--- src/rtl/taiga_config.sv ---
`default_nettype none
// ============================================================================
// Module      : taiga_config (package)
// Description : Build-time defaults for the load/store queue.
// Revision    : 1.0 - initial release
// ============================================================================
package taiga_config;

  localparam int LSQ_DEPTH     = 8;
  localparam int LSQ_FWD_SLOTS = 2;
  localparam int LSQ_ID_W      = 3;

endpackage
`default_nettype wire

--- src/rtl/taiga_types.sv ---
`default_nettype none
// ============================================================================
// Module      : taiga_types (package)
// Description : Load/store queue entry types and store-data byte alignment.
// Revision    : 1.0 - initial release
// ============================================================================
package taiga_types;
  import taiga_config::*;

  // Full request as presented on the issue port
  typedef struct packed {
    logic [31:0]         addr;
    logic                load;
    logic                store;
    logic [3:0]          be;
    logic [2:0]          fn3;
    logic [31:0]         data;
    logic [LSQ_ID_W-1:0] id;
    logic                fwd;
    logic [LSQ_ID_W-1:0] data_id;
  } lsq_entry_t;

  // Portion of an entry that never changes after push (kept in LUTRAM);
  // data/data_id/waiting live in registers so captures can update in parallel
  typedef struct packed {
    logic [31:0]         addr;
    logic                load;
    logic                store;
    logic [3:0]          be;
    logic [2:0]          fn3;
    logic [LSQ_ID_W-1:0] id;
  } lsq_payload_t;

  // Replicate low store bytes into the lanes selected by the address offset
  function automatic logic [31:0] lsq_align_data(input logic [31:0] d, input logic [1:0] a);
    logic [31:0] r;
    r[7:0]   = d[7:0];
    r[15:8]  = (a == 2'b01) ? d[7:0] : d[15:8];
    r[23:16] = (a == 2'b10) ? d[7:0] : d[23:16];
    case (a)
      2'b10:   r[31:24] = d[15:8];
      2'b11:   r[31:24] = d[7:0];
      default: r[31:24] = d[31:24];
    endcase
    return r;
  endfunction

endpackage
`default_nettype wire

--- src/rtl/lsq_fwd_match.sv ---
`default_nettype none
// ============================================================================
// Module      : lsq_fwd_match
// Description : Parallel writeback-ID compare against every waiting entry;
//               produces the capture vector and its population count.
// Revision    : 1.0 - initial release
// ============================================================================
module lsq_fwd_match #(
  parameter int DEPTH = 8,
  parameter int ID_W  = 3,
  parameter int CNT_W = 2
) (
  input  logic             i_wb_valid,
  input  logic [ID_W-1:0]  i_wb_id,
  input  logic [DEPTH-1:0] i_wait,
  input  logic [ID_W-1:0]  i_data_id [DEPTH],
  output logic [DEPTH-1:0] o_capture,
  output logic [CNT_W-1:0] o_cap_cnt
);

  // Match and count; only waiting entries can capture, so the count never
  // exceeds the number of forwarding slots
  always_comb begin
    o_capture = '0;
    o_cap_cnt = '0;
    for (int i = 0; i < DEPTH; i++) begin
      o_capture[i] = i_wait[i] & i_wb_valid & (i_data_id[i] == i_wb_id);
      o_cap_cnt    = o_cap_cnt + CNT_W'(o_capture[i]);
    end
  end

endmodule
`default_nettype wire

--- src/rtl/forwarding_load_store_queue.sv ---
`default_nettype none
// ============================================================================
// Module      : forwarding_load_store_queue
// Description : In-order load/store queue; forwarded stores wait for their
//               data on the writeback bus before they may issue.
// Revision    : 1.0 - initial release
// ============================================================================
module forwarding_load_store_queue
  import taiga_config::*;
  import taiga_types::*;
#(
  parameter int DEPTH     = LSQ_DEPTH,
  parameter int FWD_SLOTS = LSQ_FWD_SLOTS,
  parameter int ID_W      = LSQ_ID_W
) (
  input  logic                           clk,
  input  logic                           rst,
  input  logic                           flush,
  input  logic                           in_valid,
  output logic                           in_ready,
  input  logic [31:0]                    in_addr,
  input  logic                           in_load,
  input  logic                           in_store,
  input  logic [3:0]                     in_be,
  input  logic [2:0]                     in_fn3,
  input  logic [31:0]                    in_data,
  input  logic [ID_W-1:0]                in_id,
  input  logic                           in_fwd,
  input  logic [ID_W-1:0]                in_data_id,
  input  logic                           wb_valid,
  input  logic [ID_W-1:0]                wb_id,
  input  logic [31:0]                    wb_data,
  output logic                           out_valid,
  input  logic                           out_ready,
  output logic [31:0]                    out_addr,
  output logic                           out_load,
  output logic                           out_store,
  output logic [3:0]                     out_be,
  output logic [2:0]                     out_fn3,
  output logic [ID_W-1:0]                out_id,
  output logic [31:0]                    out_data,
  output logic                           empty,
  output logic [$clog2(FWD_SLOTS+1)-1:0] fwd_pending
);

  localparam int AW = $clog2(DEPTH);
  localparam int CW = AW + 1;
  localparam int PW = $clog2(FWD_SLOTS + 1);

  lsq_payload_t   r_mem [DEPTH];
  logic [31:0]    r_data [DEPTH];
  logic [ID_W-1:0] r_data_id [DEPTH];
  logic [DEPTH-1:0] r_wait;
  logic [AW-1:0]  r_wptr;
  logic [AW-1:0]  r_rptr;
  logic [CW-1:0]  r_count;
  logic [PW-1:0]  r_fwd_pending;

  lsq_entry_t     w_req;
  lsq_payload_t   w_wr_payload;
  lsq_payload_t   w_head;
  logic           w_full;
  logic           w_push;
  logic           w_pop;
  logic           w_push_hit;
  logic           w_push_wait;
  logic [31:0]    w_push_data;
  logic [DEPTH-1:0] w_capture;
  logic [PW-1:0]  w_cap_cnt;

  // Bundle the issue request and decide its initial data/waiting state
  always_comb begin
    w_req.addr    = in_addr;
    w_req.load    = in_load;
    w_req.store   = in_store;
    w_req.be      = in_be;
    w_req.fn3     = in_fn3;
    w_req.data    = in_data;
    w_req.id      = LSQ_ID_W'(in_id);
    w_req.fwd     = in_fwd;
    w_req.data_id = LSQ_ID_W'(in_data_id);

    w_wr_payload.addr  = w_req.addr;
    w_wr_payload.load  = w_req.load;
    w_wr_payload.store = w_req.store;
    w_wr_payload.be    = w_req.be;
    w_wr_payload.fn3   = w_req.fn3;
    w_wr_payload.id    = w_req.id;

    w_push_hit  = wb_valid & (wb_id == ID_W'(w_req.data_id));
    w_push_wait = w_req.fwd & ~w_push_hit;
    w_push_data = (w_req.fwd & w_push_hit) ? wb_data : w_req.data;
  end

  // Handshakes and status; the head is presented straight from storage
  always_comb begin
    w_full      = (r_count == CW'(DEPTH));
    empty       = (r_count == '0);
    in_ready    = ~w_full & ~(in_fwd & (r_fwd_pending == PW'(FWD_SLOTS))) & ~flush;
    w_head      = r_mem[r_rptr];
    out_valid   = ~empty & ~r_wait[r_rptr];
    w_push      = in_valid & in_ready;
    w_pop       = out_valid & out_ready;
    out_addr    = w_head.addr;
    out_load    = w_head.load;
    out_store   = w_head.store;
    out_be      = w_head.be;
    out_fn3     = w_head.fn3;
    out_id      = ID_W'(w_head.id);
    out_data    = lsq_align_data(r_data[r_rptr], w_head.addr[1:0]);
    fwd_pending = r_fwd_pending;
  end

  lsq_fwd_match #(
    .DEPTH (DEPTH),
    .ID_W  (ID_W),
    .CNT_W (PW)
  ) u_fwd_match (
    .i_wb_valid (wb_valid),
    .i_wb_id    (wb_id),
    .i_wait     (r_wait),
    .i_data_id  (r_data_id),
    .o_capture  (w_capture),
    .o_cap_cnt  (w_cap_cnt)
  );

  // Static payload write (no reset: LUTRAM)
  always_ff @(posedge clk) begin
    if (w_push) r_mem[r_wptr] <= w_wr_payload;
  end

  // Data and data-ID registers: parallel captures plus the push write (no reset)
  always_ff @(posedge clk) begin
    for (int i = 0; i < DEPTH; i++) begin
      if (w_capture[i]) r_data[i] <= wb_data;
    end
    if (w_push) begin
      r_data[r_wptr]    <= w_push_data;
      r_data_id[r_wptr] <= ID_W'(w_req.data_id);
    end
  end

  // Pointers, occupancy, waiting flags and forward counter; flush acts like rst
  always_ff @(posedge clk) begin
    if (rst || flush) begin
      r_wptr        <= '0;
      r_rptr        <= '0;
      r_count       <= '0;
      r_wait        <= '0;
      r_fwd_pending <= '0;
    end else begin
      r_wait <= r_wait & ~w_capture;
      if (w_push) begin
        r_wait[r_wptr] <= w_push_wait;
        r_wptr         <= r_wptr + AW'(1);
      end
      if (w_pop) r_rptr <= r_rptr + AW'(1);
      r_count       <= r_count + CW'(w_push) - CW'(w_pop);
      r_fwd_pending <= r_fwd_pending + PW'(w_push & w_push_wait) - w_cap_cnt;
    end
  end

endmodule
`default_nettype wire

--- config.mk ---
export PLATFORM = sky130hd
export DESIGN_NAME = forwarding_load_store_queue
export DESIGN_NICKNAME = d
export VERILOG_FILES = /design/src/rtl/taiga_config.sv /design/src/rtl/taiga_types.sv /design/src/rtl/lsq_fwd_match.sv /design/src/rtl/forwarding_load_store_queue.sv
export SDC_FILE = /design/constraint.sdc
export NUM_CORES = 1
export LEC_CHECK = 0
export CORE_MARGIN = 2
export CORE_UTILIZATION = 30
export DETAILED_ROUTE_END_ITERATION = 8
export PLACE_DENSITY = 0.51
export SLEW_MARGIN = 40
export SYNTH_ARGS = -nofsm -noshare
export SYNTH_HDL_FRONTEND = slang
export SYNTH_SLANG_ARGS = --single-unit
--- constraint.sdc ---
create_clock -name clk -period 7.75 [get_ports clk]
set_input_delay 0.775 -clock clk [delete_from_list [all_inputs] [get_ports clk]]
set_output_delay 0.775 -clock clk [all_outputs]
set_load 0.01 [all_outputs]
**After elaboration in Yosys (flattened, before gate mapping)**

Memory sizes are Yosys's and may differ from the RTL's. A register that Yosys moved wholly into a read port is not among the register bits.
Index checks and enable logic that the tools add are counted.

- Output and inout port bits: 81
- Memory bits (writable): 608
- Register bits after elaboration: 44
- Input port bits: 121
- Word-level logic and storage cells: 121
- Memories: 2

Memories:

| memory | words | width | rd ports | clocked after memory_dff | wr ports | line | RTL |
|---|---|---|---|---|---|---|---|
| r_mem | 8 | 44 | 1 | 1 | 1 | forwarding_load_store_queue.sv:50 | `lsq_payload_t r_mem [DEPTH];` |
| r_data | 8 | 32 | 1 | 1 | 9 | forwarding_load_store_queue.sv:51 | `logic [31:0] r_data [DEPTH];` |

- Bitwise logic cells: 35
- Equality and inequality tests: 14
- Mux-type cells: 35
- Add/subtract/negate cells: 13
- $lt $le $gt $ge: 5
- Reduce and logical (&&, ||, !) cells: 4

Operators by type and width:

| operator | number |
|---|---|
| $mux 32 | 1 |
| $eq 3x3->1 | 9 |
| $and 1x1->1 | 26 |
| $bwmux 24 | 1 |
| $mux 8 | 3 |
| $mux 1 | 20 |
| $pmux 8 s2 | 1 |
| $mux 3 | 5 |
| $add 2x1->2 | 7 |
| $demux 3 s3 | 1 |
| $and 8x8->8 | 1 |
| $bwmux 8 | 1 |
| $lt 3x4->1 const B | 2 |
| $not 8->8 | 1 |
| $add 3x1->3 const B | 2 |
| $eq 2x2->1 const B | 3 |
| $not 1->1 | 6 |
| $add 4x1->4 | 1 |
| $eq 4x4->1 const B | 1 |
| $ge 4x4->1 const B | 1 |
| $logic_not 4->1 | 1 |
| $lt 4x1->1 const B | 1 |
| $not 3->4 | 1 |
| $sub 4x1->4 | 1 |
| 8 further kinds | 9 |

**Depth between registers and ports, before layout**

- Word-level depth: 10
- Mapped depth: 14
- Gate-level depth less buffers: 13

**Cells and area by module**

A second synthesis with hierarchy kept.

- Cell total of the unflattened synthesis: 1460
- Area, all modules: 28994.1 µm²

Modules (own cells, without submodules):

| module | sequential area each (µm²) | times used | cells an instance | area an instance (µm²) |
|---|---|---|---|---|
| forwarding_load_store_queue | 19438.6 | 1 | 1403 | 28532.4 |
| lsq_fwd_match | 0.0 | 1 | 57 | 461.7 |

**Least setup slack after synthesis**

OpenSTA, ideal clock, no wires.

- Kind: input to register
- Start: input in_fwd
- End: memory r_data[7][0] (enable)
- Required time: 7.284 ns
- Cell stages on the path: 4
- Data arrival time: 3.766 ns
- Path slack: 3.518 ns
- Setup time: 0.466 ns
- Buffers on the path: 0
- Path through: and3b_1 nor3_4 nand2_2 o21ai_0

RTL lines:

| element | line | RTL |
|---|---|---|
| from (decl) | forwarding_load_store_queue.sv:28 | `input logic in_fwd,` |
| to (decl) | forwarding_load_store_queue.sv:51 |  |

==> results.md <==
- The critical path's largest stage delay is 770 ps.
- The final count of pins violating max slew came to 0.
- Yosys mapped a number of flops with a built-in enable equal to 632.
- The detail route stage leaves a number of antenna-violating nets equal to 0.
- The part of the power in registers is 49.2%.
- The kind of start point of the critical path is a register.
- The number of violations of the max-capacitance limit is 0.
- Post-CTS repair changed the size of 0 cells.
- In the final layout, the share of cells above drive strength 1 is 35.5%.
- The detailed router put a total of 33,300 um of wire on met1.
- The met2 wirelength from detailed routing is 37,500 um.
- The combined area of the multi-input logic cells is 8860 sq um.
- At the worst endpoint, the required time is 6970 ps.
- The post-synthesis instance area is 28,700 sq um.
- The area enclosed by the die boundary is 98,200 sq um.
- The post-CTS clock slew at the launch and capture registers of the worst setup and hold paths is 60 ps.
- The logic gate share of total power is 9.9%.
- The final worst-path cycle share is 64.1%.
- The maximum vdd ir drop is 0.000157 V.
- The share of flip-flops with an asynchronous set or reset after synthesis is 0%.
- The flow ran to the end, and the final reports show no timing, DRC or antenna violations.
- In this run the deepest clock path goes through 3 buffers.
- TritonCTS built the clock tree.
- Dividing the detail-routed via count by the number of cells gives 4.92.
- The worst setup skew after layout is 15.3 ps.
- The number of hold buffers added after CTS was 0.
- The worst hold path begins at r_wait[6].
- The peak fanout along the critical path is 47.
- The path category of the worst min-delay check is register to register.
- The synthesis-stage register bit count is 655.
- The cell at the slowest stage of the critical path is sky130_fd_sc_hd__dfxtp_4.
- The post-CTS repair timing setup buffer count is 0.
- The maximum number of pins on one net before global-route repair is 67.
- The number of nets in the synthesized netlist is 1,584.
- The clock network fraction of total power is 41.0%.
- Wires add up to 77,000 um.
- The congestion estimate from routability-driven global placement came to 0.769.
- Summed over all layers, the global routing overflow is 0.
- The path type of the worst setup path is register to primary output.
- The via count of the first global-routing pass is 15,900.
- Including well taps, the total number of placed cells is 2,870.
- The portion of the post-synthesis area used by sequential elements is 67.7%.
- Each instance of the synthesized netlist takes up on average 19.8 sq um.
- Setup repair after global routing left no endpoint under its margin.
- Once the floorplan was initialized, standard cells occupied 30.3% of the core.
- In this run the count of I/O pins placed on the die edge is 202.
- The detailed-routed wire length on met3 is 4630 um.
- The final design area excluding fillers is 34,500 sq um.
- The highest layer touched by signal routing is met5.
- At the later pin of the worst-skew pair, clock insertion delay measures 620 ps.
- In this run the standard cell core region covers 94,900 sq um.
- The starting DRC count in detailed routing is 1,056.
- The filler cells instantiated in the layout total 8,825.
- In this run the tool buffered the top-level ports with 201 buffer cells.
- The final setup violation count is 0.
- For this design the total switching power over the nets is 1790 uW.
- The number of non-filler instances in the completed layout is 2,999.
- The footprint of the flip-flops and latches is 19,400 sq um.
- The die is 313 um tall.
- The worst path needs 4960 ps of the cycle, external delays included.
- The hold violation total from the final report came to 0.
- Counting the buffers created by CTS gives 73.
- Summed over all nets, the half-perimeter wirelength after detailed placement is 42,500 um.
- The die width is 313 um.
- The H-tree was split into 3 levels.
- The internal power of the cells totals 6270 uW.
- Synthesis handed over a netlist of 1,448 instances.
- Summing all placed instances gives a cell area of 32,300 sq um.
- The switching part of the total is 22.2%.
- The headroom to the max-slew limit is 44.0%.
- The total number of yosys warnings is 0.
- The post-route DRC violation count is 0.
- The slew at the pin with the worst max-slew slack is 839 ps.
- The number of nets in the layout is 1,816.
- The row count is 113.
- After synthesis, the netlist uses 48 different library cells.
- The routed layout has 14,700 vias.
- The clock drives 655 sinks.
- The startpoint of the most critical register-to-register path is r_data_id[18].
- The number of antenna violations at the first check in global routing is 19.
- For the final routed database, the setup TNS stands at 0 ps.
- At the worst endpoint, the arrival time is 4190 ps.
- The first-pass iteration count of the detailed router is 5.
- The maximum clock frequency is 201 MHz.
- In the final routed layout, each cell accounts on average for 25.7 um.
- The power density relative to cell area is 233 nW/um^2.
- Traced cell by cell, the critical path runs through buf_6 > mux4_2 > mux2i_2 > buf_4 > inv_2 > nand2_4 > mux2_2 > clkdlybuf4s50_1.
- The tree is rooted in a sky130_fd_sc_hd__clkbuf_16.
- The global-route usage over all layers is 15.7%.
- The cell leakage power is 0.0107 uW.
- In the synthesized netlist the dominant register cell turns out to be sky130_fd_sc_hd__edfxtp_1.
- The worst setup path is captured at a primary output.
- The layout overhead on the synthesized area is 20.3%.
- The first-pass GRT wire length is 112,000 um.
## sequential cells by signal, summed over array words and instances, names as in the netlist, named ones only
signal       count
r_count          4
r_rptr           3
r_data         256
fwd_pending      2
r_wptr           3
r_wait           8
r_data_id       24
r_mem          352
## power groups by stage
stage / clock [uW] / sequential [uW] / combinational (uW)
after floorplan: 0 / 4020 / 443
after global placement: 0 / 4030 / 795
after detailed placement: 0 / 4040 / 805
after CTS: 3400 / 3960 / 812
after global routing: 3530 / 3960 / 858
final: 3300 / 3960 / 796
## layer usage
layer	track usage [%]	vias up
li1	-	6382
met1	20.7	7859
met3	3.95	122
met4	3.55	20
met2	26.1	366
met5	0	-
## cell usage in the layout (no fill, tap or decap), drive strengths merged, types with 3 or more instances in the layout
| cell | n |
|---|---|
| edfxtp | 632 |
| mux2 | 351 |
| clkdlybuf4s50 | 201 |
| mux4 | 152 |
| clkbuf | 96 |
| nand2 | 34 |
| buf | 32 |
| nor2 | 30 |
| clkinv | 28 |
| xor2 | 26 |
| dfxtp | 23 |
| inv | 18 |
| mux2i | 15 |
| xnor2 | 12 |
| ha | 11 |
| o21ai | 10 |
| nand3 | 9 |
| a21oi | 6 |
| nand4 | 6 |
| or4 | 4 |
| or2 | 4 |
| fa | 4 |
| bufinv | 4 |
| nor3b | 3 |
| and2 | 3 |
## cells in the mapped netlist, types with 2 or more instances
cell | count | share of area, %
sky130_fd_sc_hd__edfxtp_1 | 632 | 66
sky130_fd_sc_hd__mux2_2 | 297 | 12
sky130_fd_sc_hd__mux4_2 | 152 | 12
sky130_fd_sc_hd__mux2_1 | 54 | 2.1
sky130_fd_sc_hd__nand2_1 | 31 | 0.41
sky130_fd_sc_hd__buf_2 | 29 | 0.51
sky130_fd_sc_hd__xor2_1 | 26 | 0.79
sky130_fd_sc_hd__dfxtp_1 | 23 | 1.6
sky130_fd_sc_hd__nor2_1 | 23 | 0.30
sky130_fd_sc_hd__clkbuf_1 | 19 | 0.25
sky130_fd_sc_hd__inv_1 | 19 | 0.25
sky130_fd_sc_hd__buf_4 | 17 | 0.44
sky130_fd_sc_hd__mux2i_1 | 14 | 0.49
sky130_fd_sc_hd__xnor2_1 | 12 | 0.37
sky130_fd_sc_hd__ha_1 | 11 | 0.48
sky130_fd_sc_hd__nand3_1 | 9 | 0.16
sky130_fd_sc_hd__o21ai_0 | 9 | 0.16
sky130_fd_sc_hd__buf_1 | 8 | 0.10
sky130_fd_sc_hd__a21oi_1 | 6 | 0.10
sky130_fd_sc_hd__nor2_2 | 6 | 0.13
sky130_fd_sc_hd__nand4_1 | 5 | 0.11
sky130_fd_sc_hd__fa_1 | 4 | 0.28
sky130_fd_sc_hd__or2_2 | 4 | 0.087
sky130_fd_sc_hd__or4_1 | 4 | 0.10
sky130_fd_sc_hd__and2_1 | 3 | 0.065
sky130_fd_sc_hd__buf_6 | 3 | 0.12
sky130_fd_sc_hd__a31oi_1 | 2 | 0.044
sky130_fd_sc_hd__inv_2 | 2 | 0.026
sky130_fd_sc_hd__nand2_4 | 2 | 0.078
sky130_fd_sc_hd__nand2b_1 | 2 | 0.044
sky130_fd_sc_hd__nor3_4 | 2 | 0.11
sky130_fd_sc_hd__nor3b_1 | 2 | 0.052
## cell families after synthesis
kind of cell / after synthesis / share of synthesized area [%]
flip-flops: 655 / 67.7
multiplexers: 518 / 26.3
AND/OR/NAND/NOR: 103 / 1.96
buffers and inverters: 97 / 1.70
XOR/XNOR: 38 / 1.16
AO/OA/AOI/OAI: 22 / 0.432
adder cells (fa/ha/maj): 15 / 0.759
## area by class of cell
type,count,share of cell area (%)
inverter,21,0.250
clock inverter,31,0.826
sequential,655,56.3
antenna,2,0.0145
clock buffer,96,5.67
multi-input combinational,696,25.7
tap,1265,4.59
timing repair buffer,233,6.66
## path summary, 6_finish.rpt
path	to	slack [ps]	cells past startpoint
setup reg to reg	fwd_pending[1]	4250	12
setup / recovery	out_data[11]	2790	8
hold reg to reg	r_wait[6]	510	2
hold / removal	r_wait[6]	510	2
## worst max-delay path, delay by kind of cell (launching register included)
kind,cells,cell delay (ps)
and+or+nand+nor,1,120
buffers and inverters,4,1500
DFF,1,770
muxes,3,1110
## metrics by stage
stage,hold WS (ps),setup slack [ps],power (uW),utilization (%)
2_1_floorplan,461,3520,4460,-
3_3_place_gp,509,3080,4830,34.0
3_5_place_dp,495,3070,4840,34.0
4_1_cts,504,2640,8170,36.4
5_1_grt,542,2490,8350,36.4
6_report,512,2790,8060,36.4
(Power assumes the default switching activity.)
==> RTL edit 1, RTL diff (same settings) <==
Set the package constant `LSQ_FWD_SLOTS` to 4 (it was 2).
--- a/src/rtl/taiga_config.sv
+++ b/src/rtl/taiga_config.sv
@@ -7,7 +7,7 @@
 package taiga_config;
 
   localparam int LSQ_DEPTH     = 8;
-  localparam int LSQ_FWD_SLOTS = 2;
+  localparam int LSQ_FWD_SLOTS = 4;
   localparam int LSQ_ID_W      = 3;
 
 endpackage
Interface: changed (resized fwd_pending); port bits go from 202 to 203. The function was not compared with the original's and may differ.
==> RTL edit 1 against the original RTL <==
Area after synthesis up 2.3%; design area up 2.4%; worst setup slack better by 0.066 ns; sequential cell count up 1; total power up 2.3%; wire length down 0.29%; global-route usage down 0.43 points; hold slack better by 0.047 ns.
==> RTL edit 1: results (changes against the original RTL) <==
| Metric | Value |
|---|---|
| Asr flop ratio synth | `0 (unchanged)` |
| Maximum vdd drop | `165 µV (+5.1%)` |
| Placed Instances | `2946 (+2.6%)` |
| Max Freq | `204 MHz (+1.3%)` |
| Met1 usage | `0.196 (-0.0107)` |
| Average cell area after synthesis | `19.4 µm² (-2.3%)` |
| CP max stage delay | `0.77 ns (about the same)` |
| Largest net degree at the start of global routing | `93 (+39%)` |
| Place WS | `2.79 ns (-0.283 ns)` |
| R2r worst-path depth | `15 (+3)` |
| Critical Path End | `out_data[31]` |
| Vias | `15100 (+2.1%)` |
| Clock latency on the worst-skew pair | `0.62 ns (about the same)` |
| Reg-to-reg endpoint | `fwd_pending[2]$_SDFF_PP0_` |
| Top post-synthesis cells by count | `edfxtp_1, mux2_2, mux4_2` |
| I/O Buffers | `202 (+0.50%)` |
| Max-slew headroom | `0.436 (-0.00416)` |
| Post-DP HPWL | `44.3 mm (+4.1%)` |
| Met2 WL | `37.2 mm (-0.68%)` |
| First-pass iteration count of the detailed router | `5 (unchanged)` |
| Vias in the first global route | `16200 (+1.6%)` |
| First-pass GRT wire length | `112 mm (+0.32%)` |
| Layout cells sized above 1 | `0.368 (+0.0131)` |
| M1 WL | `32.9 mm (-1.2%)` |
| Reg2reg setup slack | `3.95 ns (-0.30 ns)` |
| Mapped Nets | `1656 (+4.5%)` |
| Gp weighted congestion | `0.772 (+0.35%)` |
| Met2 usage | `0.254 (-0.00735)` |
| Leak | `11.0 nW (+3.1%)` |
| Post-synth cell types | `56 (+17%)` |
| Biggest regs | `r_mem x352, r_data x256, r_data_id x24` |
| CTS Buffer Depth | `3 (unchanged)` |
| Final nets | `1890 (+4.1%)` |
| Met3 Usage GRT | `0.0410 (+0.00157)` |
| Post-CTS Repair Setup Buffers | `0 (unchanged)` |
| Outcome | `completed` |
| Clock Skews | `0.0111 ns (-0.00418 ns)` |
| Initial DRC Count | `961 (-9.0%)` |
| Top layer in use | `met5` |
| Antenna violations before repair | `15 (-4)` |
| Crit path max-delay family | `buffers and inverters` |
| Post-route insts no fill | `3087 (+2.9%)` |
| Max FO, Critical Path | `68 (+45%)` |
| Synth area leaders | `edfxtp_1, mux2_2, mux4_2` |
| Fillers | `9043 (+2.5%)` |
| Area after DPL | `32900 µm² (+2.0%)` |
| Total GRT Usage | `0.153 (-0.00432)` |
| CTS H-Tree Depth | `3 (unchanged)` |
| RR Startpoint | `r_count[2]$_SDFF_PP0_` |
| CTS buffer count | `75 (+2.7%)` |
| Wire per inst | `24.9 µm (-3.1%)` |
| Seq/Total Area, Yosys | `0.663 (-0.0143)` |
| WL met3 | `4.73 mm (+2.1%)` |
## RTL edit 1: final cells by class
class | instances | area (µm²) | area share
sequential | 656 | 19500 | 0.551
inverter | 30 | 113 | 0.00319
multi-input combinational | 744 | 9350 | 0.265
clock inverter | 46 | 393 | 0.0111
clock buffer | 90 | 1950 | 0.0553
timing repair buffer | 243 | 2460 | 0.0697
antenna | 2 | 5.00 | 0.000142
tap | 1276 | 1600 | 0.0452
## RTL edit 1: kinds of logic (layout without fill, tap and decap cells)
family / after synthesis / in the layout / synth area share
mux: 518 / 518 / 0.255
fa+ha+maj: 19 / 19 / 0.00963
other cells: 0 / 2 / 0
xor+xnor: 34 / 34 / 0.0101
compound gates: 83 / 83 / 0.0211
flops: 656 / 656 / 0.663
buf+inv: 116 / 409 / 0.0237
simple gates: 90 / 90 / 0.0174
## RTL edit 1: worst min-delay path by stage
stage	startpoint	endpoint	slack [ns]
detailed placement	r_wait[4]$_SDFF_PP0_	r_wait[4]$_SDFF_PP0_	0.54
floorplan	r_wait[6]$_SDFF_PP0_	r_wait[6]$_SDFF_PP0_	0.49
finish	r_wait[3]$_SDFF_PP0_	r_wait[3]$_SDFF_PP0_	0.56
CTS	r_wait[4]$_SDFF_PP0_	r_wait[4]$_SDFF_PP0_	0.56
global route	r_wait[5]$_SDFF_PP0_	r_wait[5]$_SDFF_PP0_	0.59
global placement	r_wptr[2]$_SDFFE_PP0N_	r_wptr[2]$_SDFFE_PP0N_	0.52
## RTL edit 1: where the power goes
| group | internal [W] | switching, W |
|---|---|---|
| clock | 0.00197 | 0.00143 |
| sequential | 0.00395 | 0.0000257 |
| combinational | 0.000452 | 0.000412 |
| total | 0.00637 | 0.00187 |
==> RTL edit 2, RTL diff (config.mk and constraints unchanged) <==
Made on the original files. One comparison of `r_count` changes from == to >=.
--- a/src/rtl/forwarding_load_store_queue.sv
+++ b/src/rtl/forwarding_load_store_queue.sv
@@ -94,7 +94,7 @@
 
   // Handshakes and status; the head is presented straight from storage
   always_comb begin
-    w_full      = (r_count == CW'(DEPTH));
+    w_full      = (r_count >= CW'(DEPTH));
     empty       = (r_count == '0);
     in_ready    = ~w_full & ~(in_fwd & (r_fwd_pending == PW'(FWD_SLOTS))) & ~flush;
     w_head      = r_mem[r_rptr];
Formal check against the unedited RTL: same outputs for any inputs over 4 cycles, from zero or initial values; that may be too few to reach the edited logic, so the function may still have changed.
==> RTL edit 2 against the original RTL <==
Total power grew 7.7%; first-iteration DRC count fell by 0.66%; worst setup slack improved by 0.26 ns; sequential cell count unchanged; non-clock buffer count increased by 3; design area grew 0.70%; synthesized cell count grew 0.35%; area after synthesis about the same; core utilization grew 0.26 points; wire length decreased by 0.19%; via count is 0.24% higher; clock skew increased by 0.0093 ns.
==> RTL edit 2: results (changes against the original RTL) <==
| Metric | Value |
|---|---|
| Worst hold path endpoint | `r_wait[0]$_SDFF_PP0_` |
| Syn-to-layout area delta | `21.0%` |
| Reg2reg setup slack | `4.20 ns (-0.05 ns)` |
| Combinational Power Share | `0.131 (+0.032)` |
| Clkbuf count | `98 (+2.1%)` |
| Layout cells sized above 1 | `0.362 (+0.00794)` |
| Initial DRC Count | `1049 (-0.66%)` |
| Final Critical Period | `4.70 ns (-0.263 ns)` |
| Gp weighted congestion | `0.785 (+2.0%)` |
| Worst Path Arrival | `3.93 ns (-0.26 ns)` |
| Bufs w/o clock | `236 (+1.3%)` |
| Post-DP HPWL | `42.0 mm (-1.3%)` |
| Synth area leaders | `edfxtp_1, mux4_2, mux2_2` |
| Fillers | `8770 (-0.62%)` |
| Outcome | `completed` |
| Layout buffering overhead excluding clock cells | `0.0676 (+0.00101)` |
| Post-route insts no fill | `3020 (+0.70%)` |
| Placed Instances | `2877 (+0.24%)` |
| Total GRT Usage | `0.156 (-0.000593)` |
| Maximum vdd drop | `141 µV (-10%)` |
| Cells after Synth | `1453 (+0.35%)` |
| Min-delay src | `r_wait[0]$_SDFF_PP0_` |
| Power Clock | `0.00353 W (+7.0%)` |
| Area after DPL | `32300 µm² (about the same)` |
| Place WS | `3.05 ns (-0.0199 ns)` |
| First-pass GRT wire length | `112 mm (about the same)` |
| Top post-synthesis cells by count | `edfxtp_1, mux2_2, mux4_2` |
| Multi-input logic area | `8810 µm² (-0.47%)` |
| Critical Path End | `out_data[21]` |
| Antenna cells | `3 (+1)` |
| Post-synth top area share | `0.661 (about the same)` |
| CP max stage delay | `0.70 ns (-0.07 ns)` |
| Clock-cell share | `0.0706 (+0.00567)` |
| Post-synth cell types | `46 (-4.2%)` |
| Worst-Margin Slew | `0.783 ns (-0.0562 ns)` |
| Sequential power share | `0.461 (-0.031)` |
| Final nets | `1827 (+0.61%)` |
| Clock Skews | `0.0246 ns (+0.00928 ns)` |
| Vias | `14800 (+0.24%)` |
RTL edit 2: cell count changes after synthesis, moves of 3 or more:
cell	change
buf_6	+3
or3_1	+3
or2_2	+3
buf_4	-3
mux2_2	+3
mux2_1	-3
a21oi_1	+3
inv_1	+4
RTL edit 2: kinds of logic after synthesis:
group                      count (synthesis)  share of synthesized area
AOI/OAI and AO/OA                         21                    0.00410
xor gates and xnor gates                  38                     0.0116
adders and majority gates                 15                    0.00758
buffers and inverters                    102                     0.0180
DFF                                      655                      0.677
muxes                                    517                      0.262
and+or+nand+nor                          105                     0.0197
RTL edit 2: metal layers:
metal,part of all wire,GRT usage
met1,0.43,0.202
met3,0.059,0.0386
met2,0.49,0.262
met4,0.020,0.0407
met5,0.0019,0
RTL edit 2: worst max-delay path: cells and delay by family, from the launching register on:
| kind | cells | cell delay, ns |
|---|---|---|
| mux | 2 | 0.75 |
| flops | 1 | 0.70 |
| buf+inv | 4 | 1.58 |
| simple gates | 1 | 0.23 |
